File: src/rtl/pipe_hazard_ctrl.sv
// Hazard control for an in-order pipeline: tag chain of post-decode stages
// driving forwarding selects, load-use / PC-write stalls, flushes and counters.
module pipe_hazard_ctrl #(
  parameter int DEPTH    = 3,
  parameter int NREG     = 16,
  parameter int LD_STAGE = DEPTH - 1,
  parameter int FWD_EN   = 1,
  parameter int CNTW     = 32,
  localparam int RW = $clog2(NREG),
  localparam int FW = $clog2(DEPTH)
) (
  input  logic            clk,
  input  logic            reset,
  input  logic            dec_valid,
  input  logic [RW-1:0]   dec_ra1,
  input  logic [RW-1:0]   dec_ra2,
  input  logic [RW-1:0]   dec_rd,
  input  logic            dec_regwrite,
  input  logic            dec_memtoreg,
  input  logic            dec_pcsrc,
  input  logic            branch_taken_e,
  output logic            stall_f,
  output logic            stall_d,
  output logic            flush_d,
  output logic            flush_e,
  output logic [FW-1:0]   fwd_a,
  output logic [FW-1:0]   fwd_b,
  output logic [CNTW-1:0] stall_cnt,
  output logic [CNTW-1:0] flush_cnt
);

  localparam logic [RW-1:0] PC_IDX = RW'(NREG - 1);

  logic [DEPTH-1:0]         valid_q, valid_d;
  logic [DEPTH-1:0]         regwrite_q, regwrite_d;
  logic [DEPTH-1:0]         memtoreg_q, memtoreg_d;
  logic [DEPTH-1:0]         pcsrc_q, pcsrc_d;
  logic [DEPTH-1:0][RW-1:0] rd_q, rd_d;
  logic [RW-1:0]            ra1_q, ra1_d;
  logic [RW-1:0]            ra2_q, ra2_d;
  logic [CNTW-1:0]          stall_cnt_q, stall_cnt_d;
  logic [CNTW-1:0]          flush_cnt_q, flush_cnt_d;

  logic [DEPTH-1:0] e_hit_a, e_hit_b;
  logic [DEPTH-1:0] d_hit_a, d_hit_b;
  logic             ld_stall;
  logic             pc_pend;
  logic             lds_any;
  logic             live;

  // Operand match per entry, for the E-stage operands and the D-stage ones.
  always_comb begin
    e_hit_a = '0;
    e_hit_b = '0;
    d_hit_a = '0;
    d_hit_b = '0;
    live    = 1'b0;
    for (int k = 0; k < DEPTH; k++) begin
      live       = valid_q[k] & regwrite_q[k];
      e_hit_a[k] = live && (rd_q[k] == ra1_q) && (ra1_q != PC_IDX);
      e_hit_b[k] = live && (rd_q[k] == ra2_q) && (ra2_q != PC_IDX);
      d_hit_a[k] = live && (rd_q[k] == dec_ra1) && (dec_ra1 != PC_IDX);
      d_hit_b[k] = live && (rd_q[k] == dec_ra2) && (dec_ra2 != PC_IDX);
    end
  end

  // Scan oldest to youngest so the youngest forwardable producer wins.
  always_comb begin
    fwd_a = '0;
    fwd_b = '0;
    if (FWD_EN != 0) begin
      for (int k = DEPTH - 1; k >= 1; k--) begin
        if (e_hit_a[k] && (!memtoreg_q[k] || k >= LD_STAGE)) begin
          fwd_a = FW'(k);
        end
        if (e_hit_b[k] && (!memtoreg_q[k] || k >= LD_STAGE)) begin
          fwd_b = FW'(k);
        end
      end
    end
  end

  // Without forwarding only the last stage is covered by the register file.
  always_comb begin
    lds_any = 1'b0;
    for (int j = 0; j < DEPTH; j++) begin
      if (FWD_EN != 0) begin
        if ((d_hit_a[j] || d_hit_b[j]) && memtoreg_q[j] && (j + 1 < LD_STAGE)) begin
          lds_any = 1'b1;
        end
      end else begin
        if ((d_hit_a[j] || d_hit_b[j]) && (j <= DEPTH - 2)) begin
          lds_any = 1'b1;
        end
      end
    end
    ld_stall = dec_valid & lds_any;
  end

  always_comb begin
    pc_pend = (dec_valid & dec_pcsrc)
            | (|(valid_q[DEPTH-2:0] & pcsrc_q[DEPTH-2:0]));
    stall_d = ld_stall;
    stall_f = ld_stall | pc_pend;
    flush_e = ld_stall | branch_taken_e;
    flush_d = pc_pend | branch_taken_e
            | (valid_q[DEPTH-1] & pcsrc_q[DEPTH-1]);
  end

  always_comb begin
    valid_d    = {valid_q[DEPTH-2:0], dec_valid & ~flush_e};
    regwrite_d = {regwrite_q[DEPTH-2:0], dec_regwrite};
    memtoreg_d = {memtoreg_q[DEPTH-2:0], dec_memtoreg};
    pcsrc_d    = {pcsrc_q[DEPTH-2:0], dec_pcsrc};
    rd_d       = {rd_q[DEPTH-2:0], dec_rd};
    ra1_d      = dec_ra1;
    ra2_d      = dec_ra2;
  end

  // Saturating event counters.
  always_comb begin
    stall_cnt_d = stall_cnt_q;
    flush_cnt_d = flush_cnt_q;
    if (stall_f && !(&stall_cnt_q)) begin
      stall_cnt_d = stall_cnt_q + CNTW'(1);
    end
    if ((flush_d || flush_e) && !(&flush_cnt_q)) begin
      flush_cnt_d = flush_cnt_q + CNTW'(1);
    end
  end

  always_ff @(posedge clk) begin
    if (reset) begin
      valid_q     <= '0;
      regwrite_q  <= '0;
      memtoreg_q  <= '0;
      pcsrc_q     <= '0;
      rd_q        <= '0;
      ra1_q       <= '0;
      ra2_q       <= '0;
      stall_cnt_q <= '0;
      flush_cnt_q <= '0;
    end else begin
      valid_q     <= valid_d;
      regwrite_q  <= regwrite_d;
      memtoreg_q  <= memtoreg_d;
      pcsrc_q     <= pcsrc_d;
      rd_q        <= rd_d;
      ra1_q       <= ra1_d;
      ra2_q       <= ra2_d;
      stall_cnt_q <= stall_cnt_d;
      flush_cnt_q <= flush_cnt_d;
    end
  end

  assign stall_cnt = stall_cnt_q;
  assign flush_cnt = flush_cnt_q;

endmodule

File: config.mk
export PLATFORM = sky130hd
export DESIGN_NAME = pipe_hazard_ctrl
export DESIGN_NICKNAME = d
export VERILOG_FILES = /design/src/rtl/pipe_hazard_ctrl.sv
export SDC_FILE = /design/constraint.sdc
export NUM_CORES = 1
export LEC_CHECK = 0
export BUFFER_PORTS_ARGS = -buffer_cell sky130_fd_sc_hd__buf_2
export CORE_MARGIN = 4
export CORE_UTILIZATION = 55
export CTS_CLUSTER_SIZE = 30
export DETAILED_ROUTE_END_ITERATION = 8
export GPL_TIMING_DRIVEN = 0
export PLACE_DENSITY = 0.79
export SLEW_MARGIN = 20
export SYNTH_ARGS = -nofsm -noshare
export SYNTH_HDL_FRONTEND = slang
export SYNTH_SLANG_ARGS = --single-unit
File: constraint.sdc
create_clock -name clk -period 2.7 [get_ports clk]
set_clock_uncertainty 0.15 [all_clocks]
set_input_delay 0.405 -clock clk [delete_from_list [all_inputs] [get_ports clk]]
set_output_delay 0.405 -clock clk [all_outputs]
set_load 0.02 [all_outputs]
==> reports/metrics.yaml, run 1 <==
pwr:
  swShare_pct: 27.5
  seqPwrFrac_pct: 57.1
  ir_worst_vdd_mv: 0.330
  power_density_nw_per_um2: 483
  p_total_mw: 2.55
  p_leak_nw: 2.05
  power_switching_uw: 702
  internal-power_mw: 1.85
  power.share.clock_pct: 35.6
  comb_power_share_pct: 7.2
routing:
  route.detailed.drc: 0
  wire_per_inst_um: 15.8
  via_count: 4399
  viasPerCell: 6.00
  postRouteAntennaNets: 0
  wl_um: 11600
  drt_iter0_markers: 244
  dr.pass1.iters: 5
global_route:
  antenna_found_initial: 0
  first_global_vias: 4043
  grt_use_total_pct: 23.6
  grt_max_degree: 19
  grt_pass1_wl_um: 19100
  grt_overflow: 0
clock_network:
  post_cts_buffers: 0
  clkTransAtPathRegs_ps: 100
  post_cts_resized: 0
  cts_htree_levels: 3
  cts_buffers: 9
  clock_latency_ps: 370
  cts_tree: "built"
  cts_hold_buffers: 0
  cts-root-buf: "clkbuf_8"
  cts_sinks: 95
  cts.path.max_buffers: 2
worst_setup_path:
  r2r-end: "flush_cnt[15]"
  path_max_fanout: 9
  start_kind: "flip-flop"
  cp_slowest_stage_delay_ps: 370
  timing_worst_setup_path_type: "reg2out"
  slowest_stage: "dfxtp_1"
  arrival_ps: 1930
  end_kind: "output pin"
  r2r_start: "valid_q[0]"
  rrSetupSlack_ps: 220
  worstPathRequired_ps: 2140
  crit_chain: "and4_1 -> nand4_1 -> o22ai_4 -> nor2_1 -> inv_1 -> buf_2"
  rr_worst_depth: 7
sta:
  finalSetupViolations: 0
  tightest_slew_ps: 683
  slew_viol_final: 0
  final-hold-violation-count: 0
  clock.fmax_ghz: 0.402
  setup-tns-final_ps: 0
  min_period_over_period_pct: 92.2
  slew_headroom_pct: 54.2
  fin_crit_ps: 2490
  rsz0062_at_grt: "false"
  worst_hold_slack_ps: 82.6
synth:
  syn_area_um2: 4510
  yosysWarnings: 0
  yosys.area.top_type_share_pct: 42.2
  synth_flop_cell: "dfxtp_1"
  synth_top_cells_by_area: "dfxtp_1 42%, nor2b_1 5.7%, a21oi_1 4.9%"
  async_flop_share_pct: 0
  synth_seq_cells: 95
  synth_edf_count: 0
  yosysSeqAreaShare_pct: 42.2
  synth_cell_types: 47
  yosys.area.top_type: "dfxtp_1"
  synth_fp_nets: 547
  synthCells: 526
  syn_area_per_cell_um2: 8.58
place:
  gp_congestion: 0.895
  portBuffers: 89
  place_hpwl_um: 8420
floorplan:
  fp-row-count: 32
  dieArea_um2: 9720
  die_h_um: 98.6
  die_w_um: 98.6
  start_util_pct: 57.5
  core_area_um2: 7850
  ioPinCount: 91
status:
  status: "finished clean"
finish:
  nets: 647
  syn_to_final_growth_pct: 17.2
  final_cell_mix: "95 x dfxtp_1, 94 x buf_2, 44 x a21oi_1"
  antennaDiodeCount: 0
  final_common_cell: "dfxtp_1"
  drive_gt1_share_pct: 22.5
min_path:
  min_path_cells: 2
  hold_path.class: "in2reg"
  worstHoldStart: "dec_rd[1]"
  hold_end: "rd_d[5]"
job:
  max_cap_violations: 0
sequential cells by signal (all words and copies together) (netlist names):
register    count
valid_q         3
rd_q            4
memtoreg_q      2
stall_cnt      32
ra1_q           4
regwrite_q      3
pcsrc_q         3
flush_cnt      32
rd_d            8
ra2_q           4
worst max-delay path, delay by kind of cell (launching register included):
family | cells | cell delay [ps]
DFF | 1 | 370
and+or+nand+nor | 3 | 580
AOI/OAI and AO/OA | 1 | 370
buffers and inverters | 2 | 240
final cells by class:
class	count	area, µm²
Multi-Input combinational cell	402	2490
Sequential cell	95	1900
Clock inverter	7	63.8
Buffer	22	108
Inverter	7	26.3
Timing Repair Buffer	89	445
Fill cell	696	2560
Clock buffer	9	124
Tap cell	102	128
cell families after synthesis:
group / share of synthesized area [%]
compound gates: 14.4
xor+xnor: 4.08
fa+ha+maj: 0.555
buf+inv: 2.97
flops: 42.2
mux: 3.44
simple gates: 32.4
through the flow:
stage / setup WS, ps / std cells / util [%] / instance area, µm²
6_report: 211 / 733 / 67.4 / 5290
5_1_grt: 43.7 / 733 / 67.4 / 5290
4_1_cts: 64.3 / 733 / 67.2 / 5270
3_5_place_dp: 64.5 / 717 / 64.8 / 5080
3_3_place_gp: 99.8 / 717 / 64.8 / 5080
2_1_floorplan: 386 / 526 / - / 4510
routing by layer:
metal / vias up / wire length [µm] / track usage (%) / part of all wire [%]
met5: - / 0 / 0 / 0
met4: 0 / 223 / 9.66 / 1.9
met3: 27 / 903 / 4.03 / 7.8
met2: 194 / 5310 / 37.5 / 46
met1: 2048 / 5110 / 31.9 / 44
li1: 2130 / - / - / -
synthesized netlist by cell type (2+ instances only):
library cell / instances
a21oi_1: 44
nand3_1: 34
buf_4: 3
and2_1: 4
clkbuf_1: 12
o31ai_1: 12
or2_2: 2
and3_1: 8
buf_2: 5
nand2_1: 32
nand4_1: 18
nor3b_1: 3
nor2_1: 35
nor3_1: 8
nor4_1: 11
o31a_1: 3
o21ba_2: 5
or3_1: 31
ha_1: 2
nor3_2: 2
o21a_1: 2
mux2i_1: 2
xor2_1: 13
inv_1: 7
o21ai_0: 35
mux2_2: 12
and4_1: 7
o21ai_2: 2
or4_1: 13
nor2b_1: 41
xnor2_1: 8
dfxtp_1: 95
worst max path at each step:
stage	start	endpoint
final	valid_q[0]	stall_f
after CTS	flush_cnt[0]	flush_cnt[1]
after detailed placement	dec_valid	flush_cnt[15]
after global routing	flush_cnt[0]	flush_cnt[0]
after global placement	dec_valid	flush_cnt[19]
after floorplan	flush_cnt[0]	flush_cnt[1]
power groups by stage:
stage / Combinational, mW / Clock (mW) / Sequential (mW)
2_1_floorplan: 0.114 / 0 / 1.49
3_3_place_gp: 0.178 / 0 / 1.49
3_5_place_dp: 0.183 / 0 / 1.49
4_1_cts: 0.184 / 0.918 / 1.46
5_1_grt: 0.204 / 0.977 / 1.46
6_report: 0.185 / 0.910 / 1.46
No activity file was read; power rests on OpenSTA's default activity.
==> run 2: changes to the inputs <==
--- a/config.mk
+++ b/config.mk
@@ -9,3 +9,4 @@
 export CORE_MARGIN = 4
-export CORE_UTILIZATION = 55
+export CORE_UTILIZATION = 57
+export CTS_BUF_LIST = sky130_fd_sc_hd__clkbuf_4
 export CTS_CLUSTER_SIZE = 30
@@ -13,3 +14,3 @@
 export GPL_TIMING_DRIVEN = 0
-export PLACE_DENSITY = 0.79
+export PLACE_DENSITY = 0.81
 export SLEW_MARGIN = 20
==> constraint.sdc (replaced) <==
create_clock -name clk -period 2.7 [get_ports clk]
set_clock_uncertainty 0.15 [all_clocks]
set_input_delay 0 -clock clk [delete_from_list [all_inputs] [get_ports clk]]
set_output_delay 0 -clock clk [all_outputs]
set_load 0.02 [all_outputs]
==> run 2 against run 1 <==
Net effect: via count up 3.4%; non-clock buffer count increased by 21; utilization rose by 3.2 points; sequential share of layout area is 1.1 points lower; routed wire length increased by 8.8%; count of clock-buffer cells in the layout stayed put; combinational power increased by 15%; critical path type is now reg2reg; highest routed layer unchanged; cell count grew 3.0%; fmax is 6.4% lower; global-route usage rose by 2.3 points; hold slack improved by 60 ps; first-iteration DRC count increased by 21%.
==> reports/metrics.yaml, run 2 (synthesis gave the netlist of run 1 again) <==
status:
  status: "finished clean"
worst_setup_path:
  rr_worst_depth: 7
  r2r_start: "rd_d[7]"
  worstPathRequired_ps: 2900
  path_max_fanout: 10
  cp-startpoint: "rd_d[7]"
  timing_worst_setup_path_type: "reg2reg"
  r2r-end: "flush_cnt[21]"
  end_kind: "flip-flop"
  rrSetupSlack_ps: 40
  arrival_ps: 2860
  start_kind: "flip-flop"
sta:
  clock.fmax_ghz: 0.376
  worst_hold_slack_ps: 142
  tightest_slew_ps: 717
  slew_viol_final: 0
  min_period_over_period_pct: 98.5
  final-hold-violation-count: 0
  fin_crit_ps: 2660
  slew_headroom_pct: 52.0
  setup_slack_ps: 41.2
  setup-tns-final_ps: 0
  finalSetupViolations: 0
pwr:
  power_density_nw_per_um2: 446
  p_total_mw: 2.43
  internal-power_mw: 1.73
  p_leak_nw: 2.13
  power_switching_uw: 699
  power.share.clock_pct: 30.9
  swShare_pct: 28.8
  seqPwrFrac_pct: 60.3
  ir_worst_vdd_mv: 0.218
  comb_power_share_pct: 8.8
finish:
  drive_gt1_share_pct: 22.7
  stdcell_area_um2: 5450
  fillers: 619
  final_cell_mix: "94 x buf_2, 94 x dfxtp_1, 44 x a21oi_1"
  syn_to_final_growth_pct: 20.8
  nets: 668
clock_network:
  cts_sinks: 95
  cts_htree_levels: 3
  cts.path.max_buffers: 2
  cts_buffers: 9
  cts-root-buf: "clkbuf_4"
  clkTransAtPathRegs_ps: 150
  clock_latency_ps: 460
  cts_tree: "built"
min_path:
  worstHoldStart: "dec_rd[1]"
  hold_path.class: "in2reg"
  hold_end: "rd_d[5]"
  min_path_cells: 3
routing:
  drt_iter0_markers: 296
  wire_per_inst_um: 16.7
  wl_um: 12600
  dr.pass1.iters: 5
  postRouteAntennaNets: 0
  via_count: 4547
  route.detailed.drc: 0
  viasPerCell: 6.02
floorplan:
  ioPinCount: 91
  start_util_pct: 58.4
  die_w_um: 97.0
  fp-row-count: 32
  die_h_um: 97.0
  core_area_um2: 7730
  dieArea_um2: 9400
place:
  place_area_um2: 5080
  place_hpwl_um: 8570
  portBuffers: 89
  gp_congestion: 0.887
  pre_cts_slack_ps: 108
global_route:
  first_global_vias: 4213
  grt_max_degree: 19
  grt_use_total_pct: 26.0
  antenna_found_initial: 1
  grt_pass1_wl_um: 20400
  grt_overflow: 0
job:
  max_cap_violations: 0
## run 2: cell types whose count changed in the layout (fill, tap and decap cells not counted), sizes merged
cell         delta
dlygate4sd3    +18
inv             +2
clkinvlp        -1
clkinv          -1
diode           +1
buf             +3
## run 2: how the worst max path moves through the flow
| stage | endpoint | slack (ps) | depth (start not counted) |
|---|---|---|---|
| final | flush_cnt[21] | 40 | 7 |
| after floorplan | flush_cnt[1] | 390 | 9 |
| after detailed placement | flush_cnt[1] | 110 | 9 |
| after CTS | flush_cnt[1] | 80 | 9 |
| after global placement | flush_cnt[1] | 120 | 9 |
| after global routing | flush_cnt[21] | -90 | 7 |
## run 2: repair_timing
| item | 4_1_cts | 5_1_grt |
|---|---|---|
| gates resized for setup | 0 | 5 |
| setup buffers | 0 | 3 |
| setup endpoints to repair | 0 | 21 |
| endpoints found under the hold margin | 22 | 0 |
| hold buffers | 18 | 0 |
## run 2: stage by stage
step                      utilization [%]  cells
after floorplan                         -    526
after global placement               65.8    717
after detailed placement             65.8    717
after CTS                            69.8    751
after global routing                 70.5    755
final                                70.5    755
## run 2: metal layers
metal	wire length, µm	part of all wire, %	track usage, %	vias up
met5	0	0	0	-
met2	6100	49	43.6	191
met1	5250	42	32.1	2150
li1	-	-	-	2166
met3	818	6.5	4.47	40
met4	405	3.2	12.5	0
## run 2: power groups by stage
stage          combinational (mW)  clock, mW  sequential (mW)
2_1_floorplan               0.114          0             1.49
3_3_place_gp                0.178          0             1.49
3_5_place_dp                0.184          0             1.49
4_1_cts                     0.205      0.766             1.46
5_1_grt                     0.229      0.825             1.47
6_report                    0.212      0.751             1.46
## run 2: area by class of cell
class / instances / area, µm² / area share, %
Antenna cell: 1 / 2.50 / 0.0459
Buffer: 22 / 108 / 1.97
Clock buffer: 9 / 67.6 / 1.24
Clock inverter: 7 / 62.6 / 1.15
Inverter: 7 / 26.3 / 0.482
Multi-Input combinational cell: 402 / 2500 / 46.0
Sequential cell: 95 / 1900 / 34.9
Tap cell: 102 / 128 / 2.34
Timing Repair Buffer: 110 / 648 / 11.9
## run 2: worst max-delay path, stage by stage, from the launching register on
cell and delay, ps:
dfxtp_1 500, xnor2_2 170, nand4_1 190, o22ai_4 360, nor2_1 130, buf_2 210, nor4_1 430, mux2_2 410
==> run 3: changes to the inputs <==
Settings changed: ABC_AREA set to 1, CORE_UTILIZATION 57 to 59, CTS_CLUSTER_SIZE 30 to unset, PLACE_DENSITY 0.81 to 0.82.
==> run 3 against run 2 <==
Net effect: first-iteration DRC count fell by 5.7%; non-clock buffer count rose by 4; count of clock-buffer cells in the layout did not move; power rose by 3.1%; fmax rose by 9.9%; critical path depth rose by 3; register-to-register slack improved by 320 ps; utilization rose by 0.099 points; critical endpoint is now stall_f; sequential share of layout area fell by 5.8 points; largest power group unchanged.
==> reports/metrics.yaml, run 3 <==
status:
  status: "finished clean"
synth:
  synth_edf_count: 0
  synth_top_cells_by_area: "dfxtp_1 34%, nand2_1 19%, nor2_1 9.4%"
  yosysWarnings: 0
  synth_seq_cells: 95
  syn_area_per_cell_um2: 6.49
  yosysMostFrequentCell: "nand2_1"
  syn_area_um2: 5580
  synthCells: 859
  synth_cell_types: 31
  synth_flop_cell: "dfxtp_1"
  ys_top_cells_by_count: "277 x nand2_1, 140 x nor2_1, 95 x dfxtp_1"
  yosysSeqAreaShare_pct: 34.1
  yosys.area.top_type: "dfxtp_1"
  synth_fp_nets: 880
  async_flop_share_pct: 0
  yosys.area.top_type_share_pct: 34.1
sta:
  clock.fmax_ghz: 0.413
  final-hold-violation-count: 0
  setup-tns-final_ps: 0
  finalSetupViolations: 0
  tightest_slew_ps: 760
  slew_headroom_pct: 49.4
  slew_viol_final: 0
  rsz0062_at_grt: "false"
  fin_crit_ps: 2420
  min_period_over_period_pct: 89.6
place:
  place_hpwl_um: 11100
  place_inst: 1077
  gp_congestion: 1.02
  portBuffers: 89
  place_area_um2: 6180
clock_network:
  cts_hold_buffers: 19
  cts_tree: "built"
  clock_latency_ps: 460
  cts_htree_levels: 3
  post_cts_buffers: 0
  cts.path.max_buffers: 2
  cts-root-buf: "clkbuf_4"
  cts_sinks: 95
  cts_buffers: 9
  clkTransAtPathRegs_ps: 180
  post_cts_resized: 0
global_route:
  grt_max_degree: 21
  grt_pass1_wl_um: 25000
  antenna_found_initial: 0
  first_global_vias: 5422
  grt_overflow: 0
  grt_use_total_pct: 27.2
min_path:
  hold_path.class: "in2reg"
  min_path_cells: 8
finish:
  fillers: 855
  final_cell_mix: "277 x nand2_1, 140 x nor2_1, 97 x buf_2"
  antennaDiodeCount: 0
  drive_gt1_share_pct: 18.0
  final_cells: 1112
  stdcell_area_um2: 6530
  syn_to_final_growth_pct: 17.1
  final_common_cell: "nand2_1"
  nets: 999
worst_setup_path:
  crit_chain: "inv_1 -> nand2_1 -> nand2_1 -> nor2_1 -> nand3_1 -> nand2_1 -> nand2_1 -> nand2_1 -> buf_2 -> buf_2"
  timing_worst_setup_path_type: "reg2out"
  r2r_start: "flush_cnt[0]"
  cp_num_buf_inv: 3
  path_depth: 10
  cp-startpoint: "rd_d[4]"
  rr_worst_depth: 10
  worstPathRequired_ps: 2550
  path_delay_family: "simple AND/OR/NAND/NOR gates"
  end_kind: "output pin"
  rrSetupSlack_ps: 360
  r2r-end: "flush_cnt[28]"
  slowest_stage: "dfxtp_1"
  cpMostUsedCell: "nand2_1"
  path_max_fanout: 10
  arrival_ps: 2270
  endpoint: "stall_f"
  start_kind: "flip-flop"
  cp_slowest_stage_delay_ps: 460
pwr:
  p_leak_nw: 2.67
  ir_worst_vdd_mv: 0.308
  power_density_nw_per_um2: 384
floorplan:
  fp-row-count: 35
  ioPinCount: 91
  core_area_um2: 9240
  start_util_pct: 60.3
  die_w_um: 105
  die_h_um: 105
  dieArea_um2: 11100
routing:
  route.detailed.drc: 0
  dr.pass1.iters: 5
  wire_per_inst_um: 13.3
  postRouteAntennaNets: 0
  drt_iter0_markers: 279
  via_count: 5848
  wl_um: 14800
  viasPerCell: 5.26
job:
  max_cap_violations: 0
==> run 3: layout make-up <==
class                           count  area, µm²  area share (%)
Multi-Input combinational cell    679       3300            50.6
Sequential cell                    95       1900            29.1
Timing Repair Buffer              108        636            9.74
Inverter                           57        214            3.28
Tap cell                          129        161            2.47
Buffer                             28        160            2.45
Clock inverter                      7       86.3            1.32
Clock buffer                        9       67.6            1.04
==> run 3: worst min path at each step <==
stage / start / endpoint / slack (ps)
floorplan: dec_memtoreg / memtoreg_q[0] / -40
global placement: dec_rd[2] / rd_d[6] / 50
detailed placement: dec_rd[3] / rd_d[7] / 60
CTS: dec_rd[3] / rd_d[7] / 80
global route: dec_rd[3] / rd_d[7] / 110
finish: branch_taken_e / flush_cnt[31] / 110
==> run 3: logic make-up (layout without fill, tap and decap cells) <==
kind of cell | count (synthesis) | count (layout) | synth area share (%)
and+or+nand+nor | 567 | 567 | 44.5
xor gates and xnor gates | 41 | 41 | 6.44
DFF | 95 | 95 | 34.1
AOI/OAI and AO/OA | 69 | 69 | 7.81
adders and majority gates | 2 | 2 | 0.449
buffers and inverters | 85 | 209 | 6.71
==> run 3: worst register-to-register path, cell delays in order, from the launching register on <==
cell and delay (ps):
dfxtp_1 520, ha_1 330, inv_1 120, nor2_1 420, inv_1 90, nor2_1 260, nand2_1 90, nand2_1 60
nand2_1 50, nand3_1 90, a21oi_2 60
==> run 3: where the power goes <==
group          total, mW  switching, mW  leakage [nW]  internal (mW)
registers           1.45         0.0264         0.772           1.43
logic              0.229          0.140          1.81         0.0887
clock network      0.820          0.589        0.0813          0.231
==> run 3: metal layers <==
metal | part of all wire, % | GRT usage (%) | routed length, µm | vias to the layer above
met1 | 43 | 34.2 | 6320 | 2633
met4 | 2.8 | 11.3 | 410 | 0
met3 | 6.3 | 3.86 | 932 | 34
met2 | 48 | 46.7 | 7160 | 214
met5 | 0 | 0 | 0 | -
li1 | - | - | - | 2967
==> run 3: through the flow <==
step           power (mW)  worst slack [ps]  hold slack (ps)  util (%)
5_1_grt              2.61              73.7              113      70.6
2_1_floorplan        1.62               696            -43.0         -
3_5_place_dp         1.69               404             56.7      66.9
3_3_place_gp         1.69               479             48.8      66.9
4_1_cts              2.51               289             80.7      70.6
6_report             2.50               281              108      70.6
